==> src/rtl/mu0_seq.sv <==
// -----------------------------------------------------------------------------
// mu0_seq -- second-generation MU0 control sequencer.
//
// Decodes IR[15:12] and the accumulator flags and drives the datapath
// enables, the ALU function select and the memory request. Adds to the
// first-generation control FSM:
//   * a memory ready handshake (mem_ack) with a wait-state watchdog
//   * a resumable HALT (leave with a run pulse)
//   * illegal-opcode trapping into a sticky ERR state
//   * a saturating retired-instruction counter
//   * optional logic ALU ops (AND/OR/XOR) when MU0_SEQ_LOGIC_EN is defined;
//     without the macro, opcodes 1000/1001/1010 trap as illegal
//
// Parameters
//   CNT_W   width of the retired-instruction counter
//   WAIT_W  width of the wait-state counter (watchdog limit 2^WAIT_W-1), >= 2
//
// Ports
//   clk          in   system clock, rising edge
//   reset        in   asynchronous, active-high reset
//   opcode[3:0]  in   IR[15:12]
//   accz         in   accumulator equals zero
//   acc_msb      in   accumulator sign bit
//   mem_ack      in   memory completes the current request this cycle
//   run          in   resume pulse, only honoured in HALT
//   asel         out  address mux: 0 = PC, 1 = IR address field
//   bsel         out  ALU B mux: 0 = address path, 1 = memory data
//   accce        out  ACC clock enable
//   pcce         out  PC clock enable
//   irce         out  IR clock enable
//   accoe        out  ACC drives the write-data bus
//   alufs[2:0]   out  ALU function select
//   memrq        out  memory request
//   rnw          out  1 = read, 0 = write
//   halted       out  high in HALT
//   illegal      out  sticky illegal-opcode flag
//   bus_err      out  sticky watchdog timeout flag
//   instr_count  out  retired instructions, saturating at all-ones
//   dbg_state    out  current FSM state (0 RST, 1 FETCH, 2 EXEC, 3 HALT, 4 ERR)
//
// Handshake: a memory access is offered by holding memrq (with asel/bsel/
// rnw/accoe/alufs) stable every cycle until the cycle in which mem_ack is
// high; that cycle completes the access, and only in that cycle are the
// register enables (accce/pcce/irce) asserted. mem_ack with memrq low is
// ignored.
// -----------------------------------------------------------------------------
module mu0_seq #(
  parameter int CNT_W  = 16,
  parameter int WAIT_W = 4
) (
  input  logic             clk,
  input  logic             reset,
  input  logic [3:0]       opcode,
  input  logic             accz,
  input  logic             acc_msb,
  input  logic             mem_ack,
  input  logic             run,
  output logic             asel,
  output logic             bsel,
  output logic             accce,
  output logic             pcce,
  output logic             irce,
  output logic             accoe,
  output logic [2:0]       alufs,
  output logic             memrq,
  output logic             rnw,
  output logic             halted,
  output logic             illegal,
  output logic             bus_err,
  output logic [CNT_W-1:0] instr_count,
  output logic [2:0]       dbg_state
);

  typedef enum logic [2:0] {
    S_RST   = 3'd0,
    S_FETCH = 3'd1,
    S_EXEC  = 3'd2,
    S_HALT  = 3'd3,
    S_ERR   = 3'd4
  } state_t;

  localparam logic [3:0] OP_LDA = 4'b0000;
  localparam logic [3:0] OP_STO = 4'b0001;
  localparam logic [3:0] OP_ADD = 4'b0010;
  localparam logic [3:0] OP_SUB = 4'b0011;
  localparam logic [3:0] OP_JMP = 4'b0100;
  localparam logic [3:0] OP_JGE = 4'b0101;
  localparam logic [3:0] OP_JNE = 4'b0110;
  localparam logic [3:0] OP_STP = 4'b0111;
`ifdef MU0_SEQ_LOGIC_EN
  localparam logic [3:0] OP_AND = 4'b1000;
  localparam logic [3:0] OP_OR  = 4'b1001;
  localparam logic [3:0] OP_XOR = 4'b1010;
`endif

  localparam logic [2:0] FS_PASSB = 3'b000;
  localparam logic [2:0] FS_INCB  = 3'b001;
  localparam logic [2:0] FS_ADD   = 3'b010;
  localparam logic [2:0] FS_SUB   = 3'b011;
`ifdef MU0_SEQ_LOGIC_EN
  localparam logic [2:0] FS_AND   = 3'b100;
  localparam logic [2:0] FS_OR    = 3'b101;
  localparam logic [2:0] FS_XOR   = 3'b110;
`endif

  localparam logic [WAIT_W-1:0] WAIT_ONE  = {{(WAIT_W-1){1'b0}}, 1'b1};
  // Value of the wait counter on the last tolerated wait cycle: the
  // increment out of this value would reach all-ones, which is the timeout.
  localparam logic [WAIT_W-1:0] WAIT_LAST = {{(WAIT_W-1){1'b1}}, 1'b0};
  localparam logic [CNT_W-1:0]  CNT_ONE   = {{(CNT_W-1){1'b0}}, 1'b1};
  localparam logic [CNT_W-1:0]  CNT_MAX   = {CNT_W{1'b1}};

  state_t            state_q, state_d;
  logic [WAIT_W-1:0] wait_q, wait_d;
  logic              illegal_q, illegal_d;
  logic              bus_err_q, bus_err_d;
  logic [CNT_W-1:0]  count_q, count_d;

  logic retire;       // an instruction completes at this edge
  logic set_illegal;  // EXEC decoded an unsupported opcode
  logic wait_hit;     // this wait cycle exhausts the watchdog
  logic jmp_taken;

  assign jmp_taken = (opcode == OP_JMP)
                   | ((opcode == OP_JGE) & ~acc_msb)
                   | ((opcode == OP_JNE) & ~accz);

  // ---------------------------------------------------------------------------
  // Next-state and output decode
  // ---------------------------------------------------------------------------
  always_comb begin
    asel        = 1'b0;
    bsel        = 1'b0;
    accce       = 1'b0;
    pcce        = 1'b0;
    irce        = 1'b0;
    accoe       = 1'b0;
    alufs       = FS_PASSB;
    memrq       = 1'b0;
    rnw         = 1'b1;
    halted      = 1'b0;
    state_d     = state_q;
    retire      = 1'b0;
    set_illegal = 1'b0;

    unique case (state_q)
      S_RST: begin
        state_d = S_FETCH;
      end

      S_FETCH: begin
        alufs = FS_INCB;
        memrq = 1'b1;
        irce  = mem_ack;
        pcce  = mem_ack;
        if (mem_ack) state_d = S_EXEC;
      end

      S_EXEC: begin
        case (opcode)
          OP_LDA, OP_ADD, OP_SUB
`ifdef MU0_SEQ_LOGIC_EN
          , OP_AND, OP_OR, OP_XOR
`endif
          : begin
            asel  = 1'b1;
            bsel  = 1'b1;
            memrq = 1'b1;
            accce = mem_ack;
            case (opcode)
              OP_ADD:  alufs = FS_ADD;
              OP_SUB:  alufs = FS_SUB;
`ifdef MU0_SEQ_LOGIC_EN
              OP_AND:  alufs = FS_AND;
              OP_OR:   alufs = FS_OR;
              OP_XOR:  alufs = FS_XOR;
`endif
              default: alufs = FS_PASSB;
            endcase
            if (mem_ack) begin
              state_d = S_FETCH;
              retire  = 1'b1;
            end
          end

          OP_STO: begin
            asel  = 1'b1;
            accoe = 1'b1;
            memrq = 1'b1;
            rnw   = 1'b0;
            if (mem_ack) begin
              state_d = S_FETCH;
              retire  = 1'b1;
            end
          end

          // A jump is itself the fetch of the next instruction: taken jumps
          // fetch from the IR address field, untaken ones from PC. Either way
          // the new opcode lands in IR and the FSM stays in EXEC.
          OP_JMP, OP_JGE, OP_JNE: begin
            asel  = jmp_taken;
            alufs = FS_INCB;
            memrq = 1'b1;
            irce  = mem_ack;
            pcce  = mem_ack;
            if (mem_ack) retire = 1'b1;
          end

          OP_STP: begin
            state_d = S_HALT;
            retire  = 1'b1;
          end

          default: begin
            set_illegal = 1'b1;
            state_d     = S_ERR;
          end
        endcase
      end

      S_HALT: begin
        halted = 1'b1;
        if (run) state_d = S_FETCH;
      end

      S_ERR: begin
        state_d = S_ERR;
      end

      default: begin
        state_d = S_RST;
      end
    endcase

    // Watchdog overrides whatever the decode chose.
    wait_hit = memrq & ~mem_ack & (wait_q == WAIT_LAST);
    if (wait_hit) state_d = S_ERR;
  end

  // ---------------------------------------------------------------------------
  // Counter / flag next-state
  // ---------------------------------------------------------------------------
  always_comb begin
    wait_d = wait_q;
    if ((state_d != state_q) || mem_ack) begin
      wait_d = '0;
    end else if (memrq) begin
      wait_d = wait_q + WAIT_ONE;
    end

    illegal_d = illegal_q | set_illegal;
    bus_err_d = bus_err_q | wait_hit;

    count_d = count_q;
    if (retire && (count_q != CNT_MAX)) count_d = count_q + CNT_ONE;
  end

  always_ff @(posedge clk or posedge reset) begin
    if (reset) begin
      state_q   <= S_RST;
      wait_q    <= '0;
      illegal_q <= 1'b0;
      bus_err_q <= 1'b0;
      count_q   <= '0;
    end else begin
      state_q   <= state_d;
      wait_q    <= wait_d;
      illegal_q <= illegal_d;
      bus_err_q <= bus_err_d;
      count_q   <= count_d;
    end
  end

  assign illegal     = illegal_q;
  assign bus_err     = bus_err_q;
  assign instr_count = count_q;
  assign dbg_state   = state_q;

endmodule

==> config.mk <==
export PLATFORM = sky130hd
export DESIGN_NAME = mu0_seq
export DESIGN_NICKNAME = d
export VERILOG_FILES = /design/src/rtl/mu0_seq.sv
export SDC_FILE = /design/constraint.sdc
export NUM_CORES = 1
export LEC_CHECK = 0
export ABC_AREA = 1
export ABC_CLOCK_PERIOD_IN_PS = 1400
export CAP_MARGIN = 10
export CORE_ASPECT_RATIO = 2
export CORE_UTILIZATION = 43
export CTS_CLUSTER_DIAMETER = 30
export DETAILED_ROUTE_END_ITERATION = 8
export PLACE_DENSITY = 0.75
export SLEW_MARGIN = 20
export SYNTH_ARGS = -nofsm -noshare
export SYNTH_HDL_FRONTEND = slang
export SYNTH_SLANG_ARGS = --single-unit
==> constraint.sdc <==
create_clock -name clk -period 1.4 [get_ports clk]
set_input_delay 0.28 -clock clk [delete_from_list [all_inputs] [get_ports clk]]
set_output_delay 0.28 -clock clk [all_outputs]
set_load 0.01 [all_outputs]
==> results of run 1 <==
what timing repair did:
item / 4_1_cts / 5_1_grt
pin swaps: 17 / 16
buffers inserted: 12 / 7
resized for setup: 129 / 34
cloned: 1 / 0
setup endpoints to repair: 56 / 39
state kept, by name, summed over array words and instances (netlist names):
register,flops
illegal,1
instr_count,16
dbg_state,3
bus_err,1
wait_q,4
layout make-up:
type                       count  area share
timing repair buffer         115       0.336
tap                           48      0.0207
multi-input combinational    150       0.362
timing repair inverter         1     0.00389
inverter                      33      0.0454
clock buffer                   4      0.0156
sequential                    25       0.216
worst max-delay path by stage:
| stage | slack [ps] | depth (start not counted) | end | from |
|---|---|---|---|---|
| 2_1_floorplan | -160 | 9 | alufs[0] | dbg_state[0] |
| 3_5_place_dp | -710 | 7 | alufs[0] | opcode[2] |
| 3_3_place_gp | -690 | 7 | alufs[0] | opcode[2] |
| 5_1_grt | -490 | 10 | alufs[0] | dbg_state[0] |
| 4_1_cts | -420 | 10 | alufs[0] | dbg_state[0] |
| 6_report | -400 | 9 | irce | dbg_state[0] |
worst register-to-register path: stages (launching register included):
cell	delay, ps
sky130_fd_sc_hd__dfrtp_1	400
sky130_fd_sc_hd__buf_6	120
sky130_fd_sc_hd__ha_4	140
sky130_fd_sc_hd__nand3_4	90
sky130_fd_sc_hd__buf_4	170
sky130_fd_sc_hd__nor4_2	270
sky130_fd_sc_hd__xor2_1	260
sky130_fd_sc_hd__nand2_1	100
sky130_fd_sc_hd__nand2_1	70
cell families (layout without fill, tap and decap cells):
group,Yosys count,in the layout
AO/OA/AOI/OAI,13,13
other,1,1
adder cells (fa/ha/maj),3,3
AND/OR/NAND/NOR,116,116
buffers and inverters,36,153
flip-flops,25,25
XOR/XNOR,17,17
synth_stat cells:
library cell and number:
sky130_fd_sc_hd__a21oi_1 4, sky130_fd_sc_hd__a22o_1 1, sky130_fd_sc_hd__buf_4 2, sky130_fd_sc_hd__buf_6 1
sky130_fd_sc_hd__conb_1 1, sky130_fd_sc_hd__dfrtp_1 25, sky130_fd_sc_hd__ha_1 3, sky130_fd_sc_hd__inv_1 28
sky130_fd_sc_hd__inv_2 5, sky130_fd_sc_hd__nand2_1 57, sky130_fd_sc_hd__nand2_2 2, sky130_fd_sc_hd__nand2_4 1
sky130_fd_sc_hd__nand3_1 13, sky130_fd_sc_hd__nand3_2 1, sky130_fd_sc_hd__nand4_1 4, sky130_fd_sc_hd__nor2_1 25
sky130_fd_sc_hd__nor2_2 1, sky130_fd_sc_hd__nor2_4 2, sky130_fd_sc_hd__nor3_1 5, sky130_fd_sc_hd__nor3_2 1
sky130_fd_sc_hd__nor3_4 1, sky130_fd_sc_hd__nor4_1 2, sky130_fd_sc_hd__o21ai_0 7, sky130_fd_sc_hd__o311ai_0 1
sky130_fd_sc_hd__or2_2 1, sky130_fd_sc_hd__xnor2_1 5, sky130_fd_sc_hd__xor2_1 12
cells in the final DEF, fill, tap and decap left out, drive strengths merged, types with 2 or more instances in the layout:
cell and n:
xnor2 5, inv 34, clkdlybuf4s15 7, dlygate4sd2 17, nor2 28, nand4 4, clkdlybuf4s50 5, nor3 7
nand3 14, dfrtp 25, nor4 2, o21ai 7, a21oi 4, buf 86, xor2 12, ha 3
clkbuf 4, nand2 60
where the power goes:
part	leakage (nW)	total, mW	switching (mW)	internal (mW)
logic	1.16	2.19	1.08	1.10
registers	0.327	0.957	0.107	0.850
clock network	0.0228	0.450	0.246	0.204
metal layers:
| metal | GRT usage | share of wire | up-vias |
|---|---|---|---|
| met5 | 0 | 0 | - |
| met4 | 0.135 | 0.068 | 0 |
| met3 | 0.0228 | 0.042 | 38 |
| met2 | 0.594 | 0.57 | 88 |
| met1 | 0.227 | 0.32 | 903 |
| li1 | - | - | 890 |
per-stage QoR:
step | utilization | setup WS (ps) | instances | setup TNS, ps | power, mW
after floorplan | - | -162 | 211 | -977 | 1.71
after global placement | 0.720 | -690 | 354 | -18360 | 2.61
after detailed placement | 0.720 | -714 | 354 | -19050 | 2.65
after CTS | 0.792 | -424 | 370 | -6230 | 3.33
after global routing | 0.839 | -486 | 376 | -10400 | 3.78
final | 0.839 | -400 | 376 | -7790 | 3.59
==> metrics.txt, run 1 <==
# TYPE chip_impl_metric gauge
chip_impl_metric{name="register_area",unit="um2"} 627
chip_impl_metric{name="die_width",unit="um"} 44.7
chip_impl_metric{name="post_synthesis_area_per_instance",unit="um2"} 7.44
chip_impl_info{name="run_status",value="complete, but fails checks"} 1
chip_impl_metric{name="final_antenna_net_count",unit=""} 0
chip_impl_metric{name="place_congestion",unit=""} 0.826
chip_impl_metric{name="path_buf_inv",unit=""} 4
chip_impl_metric{name="finalCriticalPeriod",unit="ps"} 1800
chip_impl_info{name="clock_tree_from_tritoncts",value="built"} 1
chip_impl_metric{name="synth-seq-area-share",unit=""} 0.399
chip_impl_info{name="violated_checks",value="negative setup slack"} 1
chip_impl_metric{name="row_count",unit=""} 30
chip_impl_metric{name="cts-buffers-inserted",unit=""} 3
chip_impl_info{name="yosysTopAreaCell",value="sky130_fd_sc_hd__dfrtp_1"} 1
chip_impl_metric{name="cts-htree-levels",unit=""} 1
chip_impl_metric{name="synth_largest_type_area_fraction",unit=""} 0.399
chip_impl_metric{name="cell_area_reported_after_detailed_placement",unit="um2"} 2480
chip_impl_metric{name="finalCritPeriodShare",unit=""} 1.29
chip_impl_metric{name="grtUsageTotal",unit=""} 0.280
chip_impl_metric{name="grt_antenna_before_repair",unit=""} 0
chip_impl_metric{name="design.die.area",unit="um2"} 3910
chip_impl_metric{name="cts_hold_repair_buffers",unit=""} 0
chip_impl_metric{name="drv_cap",unit=""} 0
chip_impl_metric{name="antenna-diode-count",unit=""} 0
chip_impl_metric{name="grt_overflow",unit=""} 0
chip_impl_info{name="critPathSlowestCell",value="sky130_fd_sc_hd__dfrtp_2"} 1
chip_impl_metric{name="portBuffers",unit=""} 41
chip_impl_info{name="clk_root_buffer_cell",value="sky130_fd_sc_hd__clkbuf_8"} 1
chip_impl_info{name="synth_area_leaders",value="sky130_fd_sc_hd__dfrtp_1 (40%), sky130_fd_sc_hd__nand2_1 (14%), sky130_fd_sc_hd__inv_1 (6.7%), sky130_fd_sc_hd__xor2_1 (6.7%), sky130_fd_sc_hd__nor2_1 (6.0%)"} 1
chip_impl_metric{name="drc",unit=""} 0
chip_impl_metric{name="core_region_area",unit="um2"} 3450
chip_impl_metric{name="layout-area-overhead-vs-synth",unit="%"} 84.6
chip_impl_metric{name="io-pin-count",unit=""} 43
chip_impl_metric{name="power.leakage",unit="nW"} 1.51
chip_impl_metric{name="post_synth_inst_count",unit=""} 211
chip_impl_metric{name="synth-simple-area-share",unit=""} 0.338
chip_impl_metric{name="fill_cells",unit=""} 192
chip_impl_metric{name="worst-r2r-setup-slack",unit="ps"} -270
chip_impl_metric{name="clock_sink_count",unit=""} 25
chip_impl_metric{name="hold_slack",unit="ps"} 349
chip_impl_info{name="crit-reg2reg-launch",value="instr_count[1]"} 1
chip_impl_info{name="setup.worst_path.end_class",value="primary output"} 1
chip_impl_metric{name="synth.net_count",unit=""} 224
chip_impl_info{name="grt_setup_unrepaired",value="yes"} 1
chip_impl_metric{name="final.setup.worst_slack",unit="ps"} -400
chip_impl_info{name="setup.worst_path.start_class",value="register"} 1
chip_impl_metric{name="vdd_ir_drop_max",unit="mV"} 1.08
chip_impl_metric{name="grt_pass1_wl",unit="mm"} 7.84
chip_impl_metric{name="count_of_vias_placed_by_the_detailed_router",unit=""} 1919
chip_impl_metric{name="worst_clock_skew",unit="ps"} 4.48
chip_impl_metric{name="multiInputGateArea",unit="um2"} 1050
chip_impl_metric{name="synth_area_in_xor_xnor",unit=""} 0.0949
chip_impl_metric{name="worst-path-max-fanout",unit=""} 3
chip_impl_metric{name="post_synth_num_cell_types",unit=""} 27
chip_impl_metric{name="clk_transition_reported_paths",unit="ps"} 90
chip_impl_metric{name="1st_pass_router_iterations",unit=""} 4
chip_impl_metric{name="drt_iter0_drc",unit=""} 69
chip_impl_metric{name="timing.final.setup_violations",unit=""} 41
chip_impl_metric{name="max-clock-path-buffers",unit=""} 2
chip_impl_metric{name="routedWlPerCell",unit="um"} 16.8
chip_impl_metric{name="synth.cell_area",unit="um2"} 1570
chip_impl_metric{name="logic_depth_of_the_worst_register_to_register_path",unit=""} 8
chip_impl_metric{name="hpwl",unit="mm"} 3.49
chip_impl_info{name="worst_r2r_endpoint",value="instr_count[12]"} 1
chip_impl_info{name="hold_path_class",value="input port to async pin"} 1
chip_impl_metric{name="finalHoldViolations",unit=""} 0
chip_impl_metric{name="start_util",unit=""} 0.454
chip_impl_metric{name="maxClockFrequency",unit="MHz"} 556
chip_impl_info{name="cp_cell_sequence",value="inv_2 -> nand2_4 -> nor2_4 -> buf_6 -> nand4_1 -> nand2_1 -> inv_2 -> nor2_4 -> buf_6"} 1
chip_impl_metric{name="clk-insertion-delay-late",unit="ps"} 280
chip_impl_info{name="critPathTopFamily",value="simple AND/OR/NAND/NOR gates"} 1
chip_impl_metric{name="synth-compound-area-share",unit=""} 0.0463
chip_impl_metric{name="synth.area.mux_share",unit=""} 0
chip_impl_metric{name="detail_route.wirelength",unit="mm"} 6.32
chip_impl_metric{name="max_slew_violation_count",unit=""} 0
chip_impl_metric{name="routed_via_density",unit=""} 5.10
chip_impl_metric{name="first_global_vias",unit=""} 1847
chip_impl_metric{name="final_cell_area",unit="um2"} 2900
chip_impl_metric{name="slowest_delay",unit="ps"} 420
chip_impl_metric{name="ys.warnings.count",unit=""} 0
chip_impl_metric{name="finish.net_count",unit=""} 342
chip_impl_info{name="path_class",value="register to primary output"} 1
chip_impl_metric{name="chipHeight",unit="um"} 87.4
chip_impl_metric{name="grt_max_degree",unit=""} 26
chip_impl_metric{name="synth_fa_ha_area_frac",unit=""} 0.0239
chip_impl_metric{name="crit_arrival",unit="ps"} 1520
chip_impl_metric{name="power_density",unit="nW/um2"} 1240
chip_impl_metric{name="synth.ff_latch_count",unit=""} 25
chip_impl_info{name="dominant_combinational_cell_family_by_area_after_synthesis",value="simple AND/OR/NAND/NOR gates"} 1
chip_impl_metric{name="cp.required",unit="ps"} 1120
chip_impl_metric{name="final_layout_size_suffix_gt1_frac",unit=""} 0.479
No activity file was read; power rests on OpenSTA's default activity.
==> inputs of run 2 (changes only) <==
--- a/config.mk
+++ b/config.mk
@@ -13,6 +13,7 @@
 export CTS_CLUSTER_DIAMETER = 30
 export DETAILED_ROUTE_END_ITERATION = 8
 export PLACE_DENSITY = 0.75
+export SKIP_LAST_GASP = 1
 export SLEW_MARGIN = 20
 export SYNTH_ARGS = -nofsm -noshare
 export SYNTH_HDL_FRONTEND = slang
==> metrics.txt, run 2 (synthesized netlist as in run 1, its figures left out) <==
# TYPE chip_impl_metric gauge
chip_impl_info{name="setup.worst_path.end_class",value="primary output"} 1
chip_impl_metric{name="hpwl",unit="mm"} 3.49
chip_impl_metric{name="final_layout_size_suffix_gt1_frac",unit=""} 0.485
chip_impl_metric{name="final_antenna_net_count",unit=""} 0
chip_impl_metric{name="final.setup.worst_slack",unit="ps"} -390
chip_impl_info{name="clk_root_buffer_cell",value="sky130_fd_sc_hd__clkbuf_8"} 1
chip_impl_metric{name="layout-area-overhead-vs-synth",unit="%"} 85.8
chip_impl_metric{name="place_ws",unit="ps"} -714
chip_impl_metric{name="max-clock-path-buffers",unit=""} 2
chip_impl_info{name="grt_busiest_layer",value="met2"} 1
chip_impl_metric{name="finalCritPeriodShare",unit=""} 1.28
chip_impl_metric{name="clock_sink_count",unit=""} 25
chip_impl_info{name="critPathSlowestCell",value="sky130_fd_sc_hd__dfrtp_2"} 1
chip_impl_metric{name="grt_max_degree",unit=""} 26
chip_impl_metric{name="finish.net_count",unit=""} 344
chip_impl_metric{name="largest_reg_flops",unit=""} 16
chip_impl_metric{name="routedWlPerCell",unit="um"} 17.7
chip_impl_metric{name="final_cell_area",unit="um2"} 2920
chip_impl_metric{name="place_congestion",unit=""} 0.826
chip_impl_metric{name="power.sequential.fraction",unit=""} 0.263
chip_impl_metric{name="clk-insertion-delay-late",unit="ps"} 270
chip_impl_metric{name="power_density",unit="nW/um2"} 1240
chip_impl_metric{name="first_global_vias",unit=""} 1889
chip_impl_metric{name="cp.required",unit="ps"} 1120
chip_impl_info{name="hold_path_class",value="input port to async pin"} 1
chip_impl_metric{name="worst-path-max-fanout",unit=""} 3
chip_impl_metric{name="detail_route.wirelength",unit="mm"} 6.67
chip_impl_info{name="cp_cell_sequence",value="inv_2 -> nand2_4 -> nor2_4 -> buf_6 -> nand4_1 -> nand2_1 -> inv_2 -> nor2_4 -> buf_6"} 1
chip_impl_metric{name="power.leakage",unit="nW"} 1.53
chip_impl_metric{name="finalHoldViolations",unit=""} 0
chip_impl_metric{name="cts_hold_repair_buffers",unit=""} 0
chip_impl_metric{name="grt_antenna_before_repair",unit=""} 0
chip_impl_info{name="violated_checks",value="negative setup slack"} 1
chip_impl_metric{name="netSwitchingPower",unit="mW"} 1.45
chip_impl_metric{name="worst_clock_skew",unit="ps"} 3.68
chip_impl_info{name="path_class",value="register to primary output"} 1
chip_impl_metric{name="combPwrFrac",unit=""} 0.617
chip_impl_metric{name="max_slew_violation_count",unit=""} 0
chip_impl_info{name="grt_setup_unrepaired",value="yes"} 1
chip_impl_metric{name="clk_transition_reported_paths",unit="ps"} 80
chip_impl_info{name="clock_tree_from_tritoncts",value="built"} 1
chip_impl_metric{name="count_of_vias_placed_by_the_detailed_router",unit=""} 1958
chip_impl_metric{name="1st_pass_router_iterations",unit=""} 4
chip_impl_metric{name="io-pin-count",unit=""} 43
chip_impl_metric{name="switching_share",unit=""} 0.402
chip_impl_metric{name="cell_area_reported_after_detailed_placement",unit="um2"} 2480
chip_impl_metric{name="timing.final.setup_violations",unit=""} 36
chip_impl_metric{name="routed_via_density",unit=""} 5.18
chip_impl_metric{name="portBuffers",unit=""} 41
chip_impl_metric{name="power.clock.fraction",unit=""} 0.120
chip_impl_metric{name="post_layout_nonfiller_instances",unit=""} 378
chip_impl_metric{name="grt_util_met1",unit=""} 0.246
chip_impl_metric{name="place_inst",unit=""} 354
chip_impl_metric{name="chipHeight",unit="um"} 87.4
chip_impl_metric{name="grt_overflow",unit=""} 0
chip_impl_info{name="mostFrequentLayoutCell",value="sky130_fd_sc_hd__buf_4"} 1
chip_impl_metric{name="drc",unit=""} 0
chip_impl_metric{name="grt_pass1_wl",unit="mm"} 8.21
chip_impl_metric{name="vdd_ir_drop_max",unit="mV"} 0.858
chip_impl_info{name="setup.worst_path.start_class",value="register"} 1
chip_impl_metric{name="internal_power",unit="mW"} 2.16
chip_impl_metric{name="finalCriticalPeriod",unit="ps"} 1790
chip_impl_metric{name="grt_util_met2",unit=""} 0.600
chip_impl_metric{name="row_count",unit=""} 30
chip_impl_metric{name="cts-buffers-inserted",unit=""} 3
chip_impl_metric{name="design.die.area",unit="um2"} 3910
chip_impl_metric{name="drt_iter0_drc",unit=""} 68
chip_impl_metric{name="antenna-diode-count",unit=""} 0
chip_impl_metric{name="fin_util",unit=""} 0.844
chip_impl_metric{name="drv_cap",unit=""} 0
chip_impl_metric{name="start_util",unit=""} 0.454
chip_impl_info{name="run_status",value="complete, but fails checks"} 1
chip_impl_metric{name="core_region_area",unit="um2"} 3450
chip_impl_metric{name="maxClockFrequency",unit="MHz"} 559
chip_impl_metric{name="die_width",unit="um"} 44.7
chip_impl_metric{name="cts-htree-levels",unit=""} 1
chip_impl_metric{name="hold_slack",unit="ps"} 357
chip_impl_metric{name="gr-usage-met3",unit=""} 0.0290
chip_impl_info{name="layout.cells.most_common_list",value="sky130_fd_sc_hd__buf_4 (64), sky130_fd_sc_hd__nand2_1 (43), sky130_fd_sc_hd__dfrtp_1 (24)"} 1
chip_impl_metric{name="crit_arrival",unit="ps"} 1510
chip_impl_metric{name="slowest_delay",unit="ps"} 410
chip_impl_metric{name="grtUsageTotal",unit=""} 0.294
-- run 2: changes by cell type in the layout (fill, tap and decap cells not counted), sizes merged --
cell	previous run	this run
clkdlybuf4s15	7	6
inv	34	33
dlygate4sd2	17	16
clkinv	0	1
clkbuf	4	8
-- run 2: layout make-up --
type / count / area [um2]
clock buffer: 4 / 45.0
timing repair inverter: 1 / 11.3
tap: 48 / 60.1
multi-input combinational: 150 / 1060
sequential: 25 / 627
timing repair buffer: 117 / 971
fill: 194 / 538
inverter: 33 / 139
-- run 2: layer usage --
layer  part of all wire  vias to the layer above
li1                   -                      895
met1               0.32                      918
met2               0.56                      104
met3              0.046                       41
met4              0.069                        0
met5                  0                        -
-- run 2: path summary, 6_finish.rpt --
| kind | from | endpoint | slack, ps | cells after the start |
|---|---|---|---|---|
| max | dbg_state[0] | irce | -390 | 9 |
| min | reset | wait_q[0] | 360 | 3 |
| max reg2reg | dbg_state[1] | wait_q[3] | -310 | 12 |
| min reg2reg | illegal | illegal | 490 | 1 |
| max in group asynchronous | reset | dbg_state[0] | 780 | 3 |
| min in group clk | illegal | illegal | 490 | 1 |
-- run 2: critical path: cells and delay by family, from the launching register on --
kind	cells	cell delay, ps
and+or+nand+nor	5	480
buffers and inverters	4	350
DFF	1	410
-- run 2: power by group through the flow --
stage	registers (mW)	logic, mW	clock network [mW]
finish	0.950	2.23	0.432
global placement	0.939	1.67	0
global route	0.959	2.39	0.457
detailed placement	0.949	1.70	0
floorplan	1.05	0.659	0
CTS	0.933	1.96	0.434
-- run 2: timing repair --
action | in CTS | in global routing
setup endpoints to repair | 56 | 42
gates resized for setup | 121 | 41
pin swaps | 17 | 15
setup buffers | 12 | 9
gates cloned | 1 | 0
-- run 2: per-stage QoR --
stage,setup TNS [ps],power [mW]
after floorplan,-977,1.71
after global placement,-18360,2.61
after detailed placement,-19050,2.65
after CTS,-6450,3.33
after global routing,-10700,3.81
final,-7980,3.61
